[config.mk]
export PLATFORM = sky130hd
export DESIGN_NAME = gmii_rx_framer_flat
export DESIGN_NICKNAME = d
export VERILOG_FILES = /design/src/rtl/gmii_rx_framer_if.sv /design/src/rtl/gmii_rx_framer.sv /design/src/flat_wrapper.sv
export SDC_FILE = /design/constraint.sdc
export NUM_CORES = 1
export LEC_CHECK = 0
export ABC_AREA = 1
export CELL_PAD_IN_SITES_DETAIL_PLACEMENT = 1
export CELL_PAD_IN_SITES_GLOBAL_PLACEMENT = 1
export CORE_ASPECT_RATIO = 0.7
export CORE_UTILIZATION = 29
export CTS_CLUSTER_DIAMETER = 30
export CTS_CLUSTER_SIZE = 20
export DETAILED_ROUTE_END_ITERATION = 10
export PLACE_DENSITY_LB_ADDON = 0.25
export SLEW_MARGIN = 30
export SYNTH_ARGS = -nofsm -noshare
export SYNTH_HDL_FRONTEND = slang
export SYNTH_SLANG_ARGS = --single-unit
[constraint.sdc]
create_clock -name gmii_rx_clk -period 1.9 [get_ports gmii_rx_clk]
set_clock_uncertainty 0.15 [all_clocks]
set_input_delay 0.19 -clock gmii_rx_clk [delete_from_list [all_inputs] [get_ports gmii_rx_clk]]
set_output_delay 0.19 -clock gmii_rx_clk [all_outputs]
set_load 0.02 [all_outputs]
[src/rtl/gmii_rx_framer_if.sv]
// Bundles the GMII receive pins and the framed byte-stream/status outputs of gmii_rx_framer.
// slave: the framer's view. master: the view of whatever drives the PHY side and consumes the stream.
interface gmii_rx_framer_if;
  logic [7:0] gmii_rxd;
  logic       gmii_rx_dv;
  logic       gmii_rx_er;
  logic [7:0] m_axis_tdata;
  logic       m_axis_tvalid;
  logic       m_axis_tlast;
  logic       m_axis_tuser;
  logic       stat_frame_good;
  logic       stat_err_fcs;
  logic       stat_err_len;
  logic       stat_err_phy;

  modport master (
    output gmii_rxd, gmii_rx_dv, gmii_rx_er,
    input  m_axis_tdata, m_axis_tvalid, m_axis_tlast, m_axis_tuser,
    input  stat_frame_good, stat_err_fcs, stat_err_len, stat_err_phy
  );

  modport slave (
    input  gmii_rxd, gmii_rx_dv, gmii_rx_er,
    output m_axis_tdata, m_axis_tvalid, m_axis_tlast, m_axis_tuser,
    output stat_frame_good, stat_err_fcs, stat_err_len, stat_err_phy
  );
endinterface

[src/rtl/gmii_rx_framer.sv]
// GMII receive framer: preamble/SFD strip, CRC-32 and length checks, byte stream with tlast/tuser.
// Define GMII_RX_FCS_STRIP_EN to remove the 4 FCS bytes from the output stream.
module gmii_rx_framer #(
  parameter int MIN_FRAME_LEN = 64,
  parameter int MAX_FRAME_LEN = 1518
) (
  input  logic            gmii_rx_clk,
  input  logic            reset,
  gmii_rx_framer_if.slave bus
);

`ifdef GMII_RX_FCS_STRIP_EN
  localparam int DLY_N = 5;
`else
  localparam int DLY_N = 1;
`endif

  // Standard Ethernet CRC-32 (reflected) and its good-frame residue with FCS included.
  localparam logic [31:0] CRC_POLY    = 32'hEDB88320;
  localparam logic [31:0] CRC_RESIDUE = 32'hDEBB20E3;
  localparam logic [10:0] LEN_MIN     = 11'(MIN_FRAME_LEN);
  localparam logic [10:0] LEN_MAX     = 11'(MAX_FRAME_LEN);
  localparam logic [10:0] LEN_SAT     = 11'(MAX_FRAME_LEN + 1);
  localparam logic [10:0] LINE_DEPTH  = 11'(DLY_N);

  typedef enum logic [1:0] {WAIT_IDLE, IDLE, PREAMBLE, DATA} state_t;

  state_t      state_q, state_d;
  logic [7:0]  rxd_q;
  logic        dv_q, er_q;
  logic [31:0] crc_q, crc_d;
  logic [10:0] cnt_q, cnt_d;
  logic        phy_q, phy_d;
  logic [7:0]  dl_q [DLY_N];
  logic [7:0]  dl_d [DLY_N];
  logic [7:0]  tdata_q, tdata_d;
  logic        tvalid_q, tvalid_d, tlast_q, tlast_d, tuser_q, tuser_d;
  logic        good_q, good_d, efcs_q, efcs_d, elen_q, elen_d, ephy_q, ephy_d;
  logic        line_full, err_fcs, err_len;

  function automatic logic [31:0] crc_byte(input logic [31:0] c, input logic [7:0] d);
    logic [31:0] r;
    r = c ^ {24'd0, d};
    for (int i = 0; i < 8; i++) begin
      r = r[0] ? ((r >> 1) ^ CRC_POLY) : (r >> 1);
    end
    return r;
  endfunction

  assign line_full = (cnt_q >= LINE_DEPTH);
  assign err_fcs   = (crc_q != CRC_RESIDUE);
  assign err_len   = (cnt_q < LEN_MIN) || (cnt_q > LEN_MAX);

  always_comb begin
    state_d  = state_q;
    crc_d    = crc_q;
    cnt_d    = cnt_q;
    phy_d    = phy_q;
    dl_d     = dl_q;
    tdata_d  = 8'd0;
    tvalid_d = 1'b0;
    tlast_d  = 1'b0;
    tuser_d  = 1'b0;
    good_d   = 1'b0;
    efcs_d   = 1'b0;
    elen_d   = 1'b0;
    ephy_d   = 1'b0;
    case (state_q)
      WAIT_IDLE: begin
        if (!dv_q) state_d = IDLE;
      end
      IDLE: begin
        if (dv_q) state_d = (rxd_q == 8'h55) ? PREAMBLE : WAIT_IDLE;
      end
      PREAMBLE: begin
        if (!dv_q) begin
          state_d = IDLE;
        end else if (er_q) begin
          state_d = WAIT_IDLE;
        end else if (rxd_q == 8'hD5) begin
          state_d = DATA;
          crc_d   = 32'hFFFF_FFFF;
          cnt_d   = 11'd0;
          phy_d   = 1'b0;
        end else if (rxd_q != 8'h55) begin
          state_d = WAIT_IDLE;
        end
      end
      DATA: begin
        if (dv_q) begin
          crc_d = crc_byte(crc_q, rxd_q);
          if (cnt_q != LEN_SAT) cnt_d = cnt_q + 11'd1;
          if (er_q) phy_d = 1'b1;
          if (line_full) begin
            tvalid_d = 1'b1;
            tdata_d  = dl_q[DLY_N-1];
          end
          dl_d[0] = rxd_q;
          for (int i = 1; i < DLY_N; i++) dl_d[i] = dl_q[i-1];
        end else begin
          // Frame end: the oldest held byte closes the stream; younger bytes (FCS when stripping) are dropped.
          state_d = IDLE;
          if (line_full) begin
            tvalid_d = 1'b1;
            tlast_d  = 1'b1;
            tdata_d  = dl_q[DLY_N-1];
            tuser_d  = err_fcs | err_len | phy_q;
          end
          efcs_d = err_fcs;
          elen_d = err_len;
          ephy_d = phy_q;
          good_d = ~(err_fcs | err_len | phy_q);
        end
      end
      default: state_d = WAIT_IDLE;
    endcase
  end

  always_ff @(posedge gmii_rx_clk) begin
    if (reset) begin
      rxd_q    <= 8'd0;
      dv_q     <= 1'b0;
      er_q     <= 1'b0;
      state_q  <= WAIT_IDLE;
      crc_q    <= 32'hFFFF_FFFF;
      cnt_q    <= 11'd0;
      phy_q    <= 1'b0;
      for (int i = 0; i < DLY_N; i++) dl_q[i] <= 8'd0;
      tdata_q  <= 8'd0;
      tvalid_q <= 1'b0;
      tlast_q  <= 1'b0;
      tuser_q  <= 1'b0;
      good_q   <= 1'b0;
      efcs_q   <= 1'b0;
      elen_q   <= 1'b0;
      ephy_q   <= 1'b0;
    end else begin
      rxd_q    <= bus.gmii_rxd;
      dv_q     <= bus.gmii_rx_dv;
      er_q     <= bus.gmii_rx_er;
      state_q  <= state_d;
      crc_q    <= crc_d;
      cnt_q    <= cnt_d;
      phy_q    <= phy_d;
      dl_q     <= dl_d;
      tdata_q  <= tdata_d;
      tvalid_q <= tvalid_d;
      tlast_q  <= tlast_d;
      tuser_q  <= tuser_d;
      good_q   <= good_d;
      efcs_q   <= efcs_d;
      elen_q   <= elen_d;
      ephy_q   <= ephy_d;
    end
  end

  assign bus.m_axis_tdata    = tdata_q;
  assign bus.m_axis_tvalid   = tvalid_q;
  assign bus.m_axis_tlast    = tlast_q;
  assign bus.m_axis_tuser    = tuser_q;
  assign bus.stat_frame_good = good_q;
  assign bus.stat_err_fcs    = efcs_q;
  assign bus.stat_err_len    = elen_q;
  assign bus.stat_err_phy    = ephy_q;

endmodule
[src/flat_wrapper.sv]
// flat-port wrapper written by rule: the top's interface ports become plain ports
module gmii_rx_framer_flat 
#(
  parameter int MIN_FRAME_LEN = 64,
  parameter int MAX_FRAME_LEN = 1518
)
  (gmii_rx_clk, reset, bus_gmii_rxd, bus_gmii_rx_dv, bus_gmii_rx_er, bus_m_axis_tdata, bus_m_axis_tvalid, bus_m_axis_tlast, bus_m_axis_tuser, bus_stat_frame_good, bus_stat_err_fcs, bus_stat_err_len, bus_stat_err_phy);
  gmii_rx_framer_if bus_i ();
  input  logic gmii_rx_clk;
  input  logic reset;
  input wire logic [$bits(bus_i.gmii_rxd)-1:0] bus_gmii_rxd;
  input wire logic [$bits(bus_i.gmii_rx_dv)-1:0] bus_gmii_rx_dv;
  input wire logic [$bits(bus_i.gmii_rx_er)-1:0] bus_gmii_rx_er;
  output wire logic [$bits(bus_i.m_axis_tdata)-1:0] bus_m_axis_tdata;
  output wire logic [$bits(bus_i.m_axis_tvalid)-1:0] bus_m_axis_tvalid;
  output wire logic [$bits(bus_i.m_axis_tlast)-1:0] bus_m_axis_tlast;
  output wire logic [$bits(bus_i.m_axis_tuser)-1:0] bus_m_axis_tuser;
  output wire logic [$bits(bus_i.stat_frame_good)-1:0] bus_stat_frame_good;
  output wire logic [$bits(bus_i.stat_err_fcs)-1:0] bus_stat_err_fcs;
  output wire logic [$bits(bus_i.stat_err_len)-1:0] bus_stat_err_len;
  output wire logic [$bits(bus_i.stat_err_phy)-1:0] bus_stat_err_phy;
  assign bus_i.gmii_rxd = bus_gmii_rxd;
  assign bus_i.gmii_rx_dv = bus_gmii_rx_dv;
  assign bus_i.gmii_rx_er = bus_gmii_rx_er;
  assign bus_m_axis_tdata = bus_i.m_axis_tdata;
  assign bus_m_axis_tvalid = bus_i.m_axis_tvalid;
  assign bus_m_axis_tlast = bus_i.m_axis_tlast;
  assign bus_m_axis_tuser = bus_i.m_axis_tuser;
  assign bus_stat_frame_good = bus_i.stat_frame_good;
  assign bus_stat_err_fcs = bus_i.stat_err_fcs;
  assign bus_stat_err_len = bus_i.stat_err_len;
  assign bus_stat_err_phy = bus_i.stat_err_phy;
  gmii_rx_framer #(.MIN_FRAME_LEN(MIN_FRAME_LEN), .MAX_FRAME_LEN(MAX_FRAME_LEN)) u_core (.gmii_rx_clk(gmii_rx_clk), .reset(reset), .bus(bus_i));
endmodule
# --- Word-level counts from Yosys, hierarchy flattened ---
# Cells that the tools add are included.
op_classes:
  reduce_logical: 13
  n_mux: 34
  n_lt_le_gt_ge: 3
  eq_ne: 17
  add_sub_neg: 1
  n_bitwise: 14
ops:
  columns: ["operator", "count"]
  rows:
  - ["2-to-1 mux 32 bit", 12]
  - ["NOT 13 -> 14 bit", 8]
  - ["case mux 32 bit (2 select lines)", 1]
  - ["2-to-1 mux 11 bit", 5]
  - ["inequality test 32 bit (second input constant)", 1]
  - ["XOR 32 x 8 -> 32 bit", 1]
  - ["case mux 11 bit (2 select lines)", 1]
  - ["2-to-1 mux 2 bit", 7]
  - ["inequality test 2 x 1 -> 1 bit (second input constant)", 6]
  - ["AND reduction 6 bit", 2]
  - ["adder 11 x 1 -> 11 bit (second input constant)", 1]
  - ["greater-or-equal comparator 11 x 1 -> 1 bit (second input constant)", 1]
  - ["> comparator 11 bit (second input constant)", 1]
  - ["less-than comparator 11 x 7 -> 1 bit (second input constant)", 1]
  - ["inequality test 11 bit (second input constant)", 1]
  - ["equality test 8 x 7 -> 1 bit (second input constant)", 1]
  - ["equality test 8 bit (second input constant)", 1]
  - ["inequality test 8 x 7 -> 1 bit (second input constant)", 1]
  - ["2-to-1 mux 1 bit", 6]
  - ["case mux 2 bit (3 select lines)", 1]
  - ["OR reduction 3 bit", 2]
  - ["inequality test 5 bit (second input constant)", 1]
  - ["AND reduction 5 bit", 1]
  - ["equality test 2 bit (second input constant)", 2]
  - ["other kinds (12)", 17]
totals:
  word_cells: 98
  ff_bits: 79
  output_inout_bits: 15

# --- Logic depth before layout (Yosys ltp) ---
# Gate-level depths: netlist of the first run.
logic_depth:
  word_depth: 19
  ltp_mapped: 13
  ltp_nobuf: 13

# --- Least setup slack after synthesis of the first run ---
# Ideal clock, no wire load.
synth_timing:
  path_type: "reg2reg"
  from: "register u_core.state_q[0]"
  to: "register u_core.crc_q[22]"
  period_less_slack_ns: 1.762
  path_stages_with_launch: 10
  arrival_time_ns: 1.503
  setup_slack_ns: 0.138
  cell_sequence: "dfxtp_1 ha_1 nand2_1 nand2_1 nand2_1 nand2_1 buf_2 or2_2 nand2_1 inv_1"
synth_between:
  elab_chain_len: 3
synth_lines:
  columns: ["item", "line_no", "text"]
  rows:
  - ["from (decl)", "gmii_rx_framer.sv:28", "state_t state_q, state_d;"]
  - ["from (signal assigned)", "gmii_rx_framer.sv:141", "state_q <= state_d;"]
  - ["equality test 2 bit", "gmii_rx_framer.sv:68", "case (state_q)"]
  - ["inequality test 2 x 1 -> 1 bit (no source line), or another cell as far along", null, null]
  - ["AND reduction 5 bit (no source line)", null, null]
  - ["to (signal assigned)", "gmii_rx_framer.sv:142", "crc_q <= crc_d;"]
  - ["to (decl)", "gmii_rx_framer.sv:31", "logic [31:0] crc_q, crc_d;"]
# Parallel ways exist; a longest one is shown, timed or not.
# A chain may end at the register's enable or synchronous reset.

# --- Worst setup path in the final report of the first run ---
layout_timing:
  from: "register u_core.crc_q[2]"
  to: "register u_core.tuser_q (netlist: u_core.bus.m_axis_tuser)"
layout_between:
  elab_chain_len: 3
layout_lines:
  columns: ["item", "line_no", "text"]
  rows:
  - ["inequality test 32 bit", "gmii_rx_framer.sv:51", "assign err_fcs = (crc_q != CRC_RESIDUE);"]
  - ["bitwise OR 1 bit (2 in series)", "gmii_rx_framer.sv:107", "tuser_d = err_fcs | err_len | phy_q;"]
  - ["to (signal assigned)", "gmii_rx_framer.sv:149", "tuser_q <= tuser_d;"]
  - ["to (decl)", "gmii_rx_framer.sv:37", "logic tvalid_q, tvalid_d, tlast_q, tlast_d, tuser_q, tuser_d;"]
# No other way between the ends.

==> reports/metrics.cfg, run 1 <==
[sta]
whs_ns=0.198
timing.fmax_mhz=545
max-slew-margin-rel=0.618
finalHoldViolCount=0
worstMarginPinSlew_ns=0.567
slew_viol_final=0
finalCritPeriodShare=0.965
period_needed_ns=1.83
setup_ws_ns=0.0668
setup_viol=0
rsz0062_at_grt=true

[finish]
final_cell_mix=nand2_1 (171), inv_1 (81), dfxtp_1 (65)
layout.nets=733
antenna_cells=0
final_common_cell=nand2_1
drive_gt1_frac=0.196
final_cell_area_sq_mm=0.00577
fin_util=0.392
syn2layout_area_growth_pct=32.2
stdcell_count=914

[global_route]
antenna_found_initial=0
grt_overflow_total=0
grt_use_total=0.198
grt_pass1_wl_um=23500
grt_pass1_vias=4383
grt_max_degree=22

[synth]
synthArstFlopShare=0
syn_avg_cell_area_sq_um=6.91
yosysTopAreaCellShare=0.362
ys_seq_area_frac=0.362
ys_top_cells_by_area=dfxtp_1 (36%), nand2_1 (16%), inv_1 (7.2%), xor2_1 (7.2%), nor2_1 (5.4%)
ys_warn_count=0
synth-main-ff-cell=dfxtp_1
synth_cells=632
ys_ff_latch=79
synth_edf_count=0
synth_cell_types=37
synth_nets=651
synth_top_cell_by_area=dfxtp_1
syn_area_sq_mm=0.00437

[placed_design]
dpl_cell_area_sq_mm=0.00522
dp_worst_setup_slack_ns=-0.0398
hpwl_um=11400
gp_congestion=0.876
io_buffers=26
place_inst=894

[floorplan]
die_h_um=105
core_sq_mm=0.0147
die_x_um=149
num_rows=37
fp.dieArea_sq_mm=0.0156
ios=27
start_util=0.297

[routing]
num_vias=4307
wl_per_cell_um=16.2
vias_per_cell=4.71
ant_nets=0
drtIter0Drc=153
drc_errors=0
first_pass_iters=4
totalWireLength_um=14800

[clock_tree]
clockRootBuffer=clkbuf_16
cts-buffers-inserted=9
clk_pin_slew_worst_paths_ns=0.07
ctsHoldBuffers=0
clock_sinks=79
htreeDepth=3
clock_latency_ns=0.36
tritoncts=built
cts.path.max_buffers=2

[setup_path]
crit_family=simple AND/OR/NAND/NOR gates
crit_fanout=4
cpPeakStageDelay_ns=0.55
worstPathCellList=inv_1 -> nand4_1 -> nor4_1 -> buf_4 -> nand3_1 -> o21a_1
worst_ep_required_time_ns=2.00
cp_num_buf_inv=2
endpoint_kind=flip-flop
cp.depth=6
start_kind=flip-flop
path_class=flip-flop to flip-flop
critical_path.slowest_cell=nor4_1
worstPathArrival_ns=1.93
ff2ff_path_depth=6

[pwr]
p_leak_nw=2.61
vdd_drop_max_v=0.000381
powerDensity_mw_per_mm2=703

[job]
maxCapViolCount=0

[min_path]
min_path_type=input port to flip-flop
hold_depth=3

[status]
status=finished, final reports clean

==> flip-flops by register name (all words and copies together) (netlist names) <==
signal / count
u_core.cnt_q: 11
u_core.er_q: 1
u_core.rxd_q: 8
u_core.dv_q: 1
u_core.bus.stat_err_phy: 1
u_core.dl_q: 8
u_core.bus.stat_err_len: 1
u_core.bus.stat_err_fcs: 1
u_core.phy_q: 1
u_core.bus.m_axis_tvalid: 1
u_core.bus.m_axis_tdata: 8
u_core.state_q: 2
u_core.bus.m_axis_tuser: 1
u_core.bus.m_axis_tlast: 1
u_core.crc_q: 32
u_core.bus.stat_frame_good: 1
==> metal layers <==
layer	routed length, um	up-vias	global-route usage
li1	-	2136	-
met3	823	12	0.0406
met1	7470	2082	0.288
met4	136	0	0.0493
met5	0	-	0
met2	6410	77	0.294
==> synthesized netlist by cell type (7+ instances only) <==
master / instances
nor2_1: 63
o211ai_1: 7
a21oi_1: 30
nand2_1: 181
nand2_2: 9
dfxtp_1: 79
nand3_1: 41
ha_1: 7
xor2_1: 36
inv_1: 84
xnor2_1: 16
nand4_1: 10
o21ai_0: 17
==> power breakdown <==
group | internal (mW) | switching, mW | total [mW]
Combinational | 0.233 | 0.337 | 0.569
Clock | 0.935 | 0.863 | 1.80
Sequential | 1.67 | 0.0187 | 1.69
==> area by class of cell <==
cell class,instances,area (sq um)
clock buffers,9,225
repair buffers,82,738
clock inverters,7,75.1
inverters,88,354
multi-input cells,454,2530
well taps,195,244
fillers,1839,8950
flip-flops and latches,79,1600
==> tightest hold or removal path: stages <==
cell,delay (ns)
clkdlybuf4s50_1,0.39
inv_1,0.05
nor2_1,0.03
==> stage by stage <==
step / setup TNS [ns] / total power, mW
after global routing: -0.0774 / 4.23
after detailed placement: -0.351 / 2.25
final: 0 / 4.06
after global placement: 0 / 2.23
after floorplan: 0 / 2.04
after CTS: -0.00833 / 4.06
==> cell families after synthesis <==
group | count (synthesis) | synth area share
AOI/OAI and AO/OA | 68 | 0.0882
adders and majority gates | 7 | 0.0201
xor gates and xnor gates | 53 | 0.111
buffers and inverters | 100 | 0.0991
DFF | 79 | 0.362
and+or+nand+nor | 325 | 0.320
==> final timing paths <==
kind	from	end	slack [ns]
worst max register to register	u_core.crc_q[2]	u_core.bus.m_axis_tuser	0.07
worst max-delay path	u_core.crc_q[2]	u_core.bus.m_axis_tuser	0.07
worst min-delay path	bus_gmii_rx_dv	u_core.dv_q	0.20
worst min register to register	u_core.dl_q[2]	u_core.bus.m_axis_tdata[2]	0.30
==> timing repair <==
action	in CTS	in global routing
setup endpoints to repair	16	43
cloned	0	1
pin swaps	0	6
resized for setup	10	53
buffers inserted	0	3
(Power assumes the default switching activity.)
==> inputs of run 2 (changes only) <==
--- a/config.mk
+++ b/config.mk
@@ -9,6 +9,7 @@
 export CELL_PAD_IN_SITES_DETAIL_PLACEMENT = 1
 export CELL_PAD_IN_SITES_GLOBAL_PLACEMENT = 1
 export CORE_ASPECT_RATIO = 0.7
+export CORE_MARGIN = 4
 export CORE_UTILIZATION = 29
 export CTS_CLUSTER_DIAMETER = 30
 export CTS_CLUSTER_SIZE = 20
==> run 2 against run 1 <==
Clock power about the same. Power down 0.61%. Register-to-register slack worse by 0.02 ns. Highest routed layer unchanged. Count of clock-buffer cells in the layout unchanged. First-iteration DRC count up 26%. Via count up 1.0%. Maximum frequency down 1.2%. Setup slack worse by 0.021 ns. Flip-flop and latch count unchanged. Worst hold slack worse by 0.0019 ns. Global-route usage down 2.9 points. Sequential share of layout area down 0.064 points. Critical endpoint is now u_core.crc_q[16].
==> reports/metrics.cfg, run 2 (synthesized netlist as in run 1, its figures left out) <==
[floorplan]
start_util=0.297  ; unchanged
core_sq_mm=0.0147  ; unchanged
die_h_um=111  ; +5.7%
fp.dieArea_sq_mm=0.0171  ; +10%
num_rows=37  ; unchanged
die_x_um=155  ; +4.0%
ios=27  ; unchanged

[global_route]
grt_use_total=0.169  ; -0.0291
antenna_found_initial=0  ; unchanged
grt_pass1_wl_um=23200  ; -1.3%
grt_overflow_total=0  ; unchanged
grt_max_degree=21  ; -4.5%
grt_pass1_vias=4394  ; +0.25%

[routing]
ant_nets=0  ; unchanged
first_pass_iters=5  ; +1
wl_per_cell_um=15.9  ; -2.1%
num_vias=4351  ; +1.0%
totalWireLength_um=14600  ; -1.8%
drtIter0Drc=193  ; +26%
vias_per_cell=4.75  ; +0.80%
drc_errors=0  ; unchanged

[placed_design]
dp_worst_setup_slack_ns=-0.0643  ; -0.0245 ns
hpwl_um=11200  ; -2.4%
io_buffers=26  ; unchanged
gp_congestion=0.913  ; +4.2%

[status]
status=finished, final reports clean

[sta]
rsz0062_at_grt=true
worstMarginPinSlew_ns=0.411  ; -0.156 ns
slew_viol_final=0  ; unchanged
setup_ws_ns=0.0453  ; -0.0214 ns
timing.setup.tns_ns=0  ; unchanged
period_needed_ns=1.85  ; +0.0214 ns
setup_viol=0  ; unchanged
max-slew-margin-rel=0.723  ; +0.105
finalHoldViolCount=0  ; unchanged
timing.fmax_mhz=539  ; -1.2%
finalCritPeriodShare=0.976  ; +0.0113

[clock_tree]
clock_latency_ns=0.35  ; about the same
clock_sinks=79  ; unchanged
cts.path.max_buffers=2  ; unchanged
clockRootBuffer=clkbuf_16
tritoncts=built
cts-buffers-inserted=9  ; unchanged
ctsHoldBuffers=0  ; unchanged
htreeDepth=3  ; unchanged
clk_pin_slew_worst_paths_ns=0.08  ; about the same

[pwr]
switching_share=0.296  ; -0.00392
p_int_mw=2.84  ; about the same
seqPwrFrac=0.420  ; +0.003
vdd_drop_max_v=0.000403  ; +5.6%
powerDensity_mw_per_mm2=695  ; -1.1%
switchingPower_mw=1.20  ; -1.9%
clockPowerShare=0.439  ; -0.004
pwr-share-comb=0.141  ; about the same
p_leak_nw=2.63  ; +0.53%

[finish]
layout.nets=735  ; +0.27%
syn2layout_area_growth_pct=33.0
final_cell_mix=nand2_1 (166), inv_1 (82), dfxtp_1 (65)
final_common_cell=nand2_1
drive_gt1_frac=0.198  ; +0.00223
largest_registers=u_core.crc_q (32), u_core.cnt_q (11)
fillers=1850  ; +0.60%
seq_area_sq_mm=0.00161  ; +0.31%
largest-register=u_core.crc_q
largest_reg_flops=32  ; unchanged
antenna_cells=0  ; unchanged
multi_input_area_sq_mm=0.00251  ; -0.79%

[setup_path]
start_kind=flip-flop
worst_ep_required_time_ns=1.99  ; about the same
worstPathArrival_ns=1.95  ; +0.02 ns
endpoint_kind=flip-flop
crit_fanout=7  ; +3
path_class=flip-flop to flip-flop

[job]
maxCapViolCount=0  ; unchanged

[min_path]
min_path_type=input port to flip-flop

## run 2: metal layers
| metal | routed length, um | track usage | up-vias |
|---|---|---|---|
| met5 | 0 | 0 | - |
| met4 | 59 | 0.0412 | 0 |
| met3 | 821 | 0.0382 | 4 |
| met2 | 6110 | 0.241 | 68 |
| met1 | 7570 | 0.255 | 2131 |
| li1 | - | - | 2148 |
## run 2: worst paths after layout
path | to | depth (start not counted) | slack, ns | from
max reg2reg | u_core.crc_q[16] | 10 | 0.05 | u_core.rxd_q[0]
max | u_core.crc_q[16] | 10 | 0.05 | u_core.rxd_q[0]
min | u_core.rxd_q[5] | 3 | 0.20 | bus_gmii_rxd[5]
min reg2reg | u_core.bus.m_axis_tdata[4] | 2 | 0.29 | u_core.dl_q[4]
## run 2: what timing repair did
item,CTS,global route
endpoints found under the setup margin,20,38
buffers inserted,3,5
resized for setup,8,58
pin swaps,1,16
## run 2: cell type report
type | count | area share
timing repair buffer | 85 | 0.135
multi-input combinational | 453 | 0.433
inverter | 88 | 0.0610
clock inverter | 7 | 0.0129
sequential | 79 | 0.277
clock buffer | 9 | 0.0388
tap | 195 | 0.0420
## run 2: stage by stage
stage | util | instances | power, mW | area [sq um] | hold slack [ns]
after global placement | 0.354 | 892 | 2.23 | 5220 | 0.280
after CTS | 0.378 | 911 | 4.02 | 5560 | 0.200
after global routing | 0.394 | 916 | 4.21 | 5810 | 0.220
after floorplan | - | 632 | 2.04 | 4370 | 0.109
final | 0.394 | 916 | 4.03 | 5810 | 0.197
after detailed placement | 0.354 | 892 | 2.24 | 5220 | 0.284
## run 2: worst max-delay path, cell delays in order (launching register included)
cell,delay (ns)
dfxtp_2,0.34
buf_4,0.15
nand2_1,0.09
nand2_4,0.08
buf_12,0.15
xor2_1,0.15
or2_2,0.30
nand3_1,0.07
nand2_1,0.06
o21ai_1,0.14
inv_1,0.06
## run 2: power by group through the flow
stage               logic (mW)  clock network, mW  registers (mW)
floorplan                0.311                  0            1.73
global placement         0.500                  0            1.73
detailed placement       0.513                  0            1.73
CTS                      0.520               1.81            1.69
global route             0.627               1.88            1.70
finish                   0.568               1.77            1.70
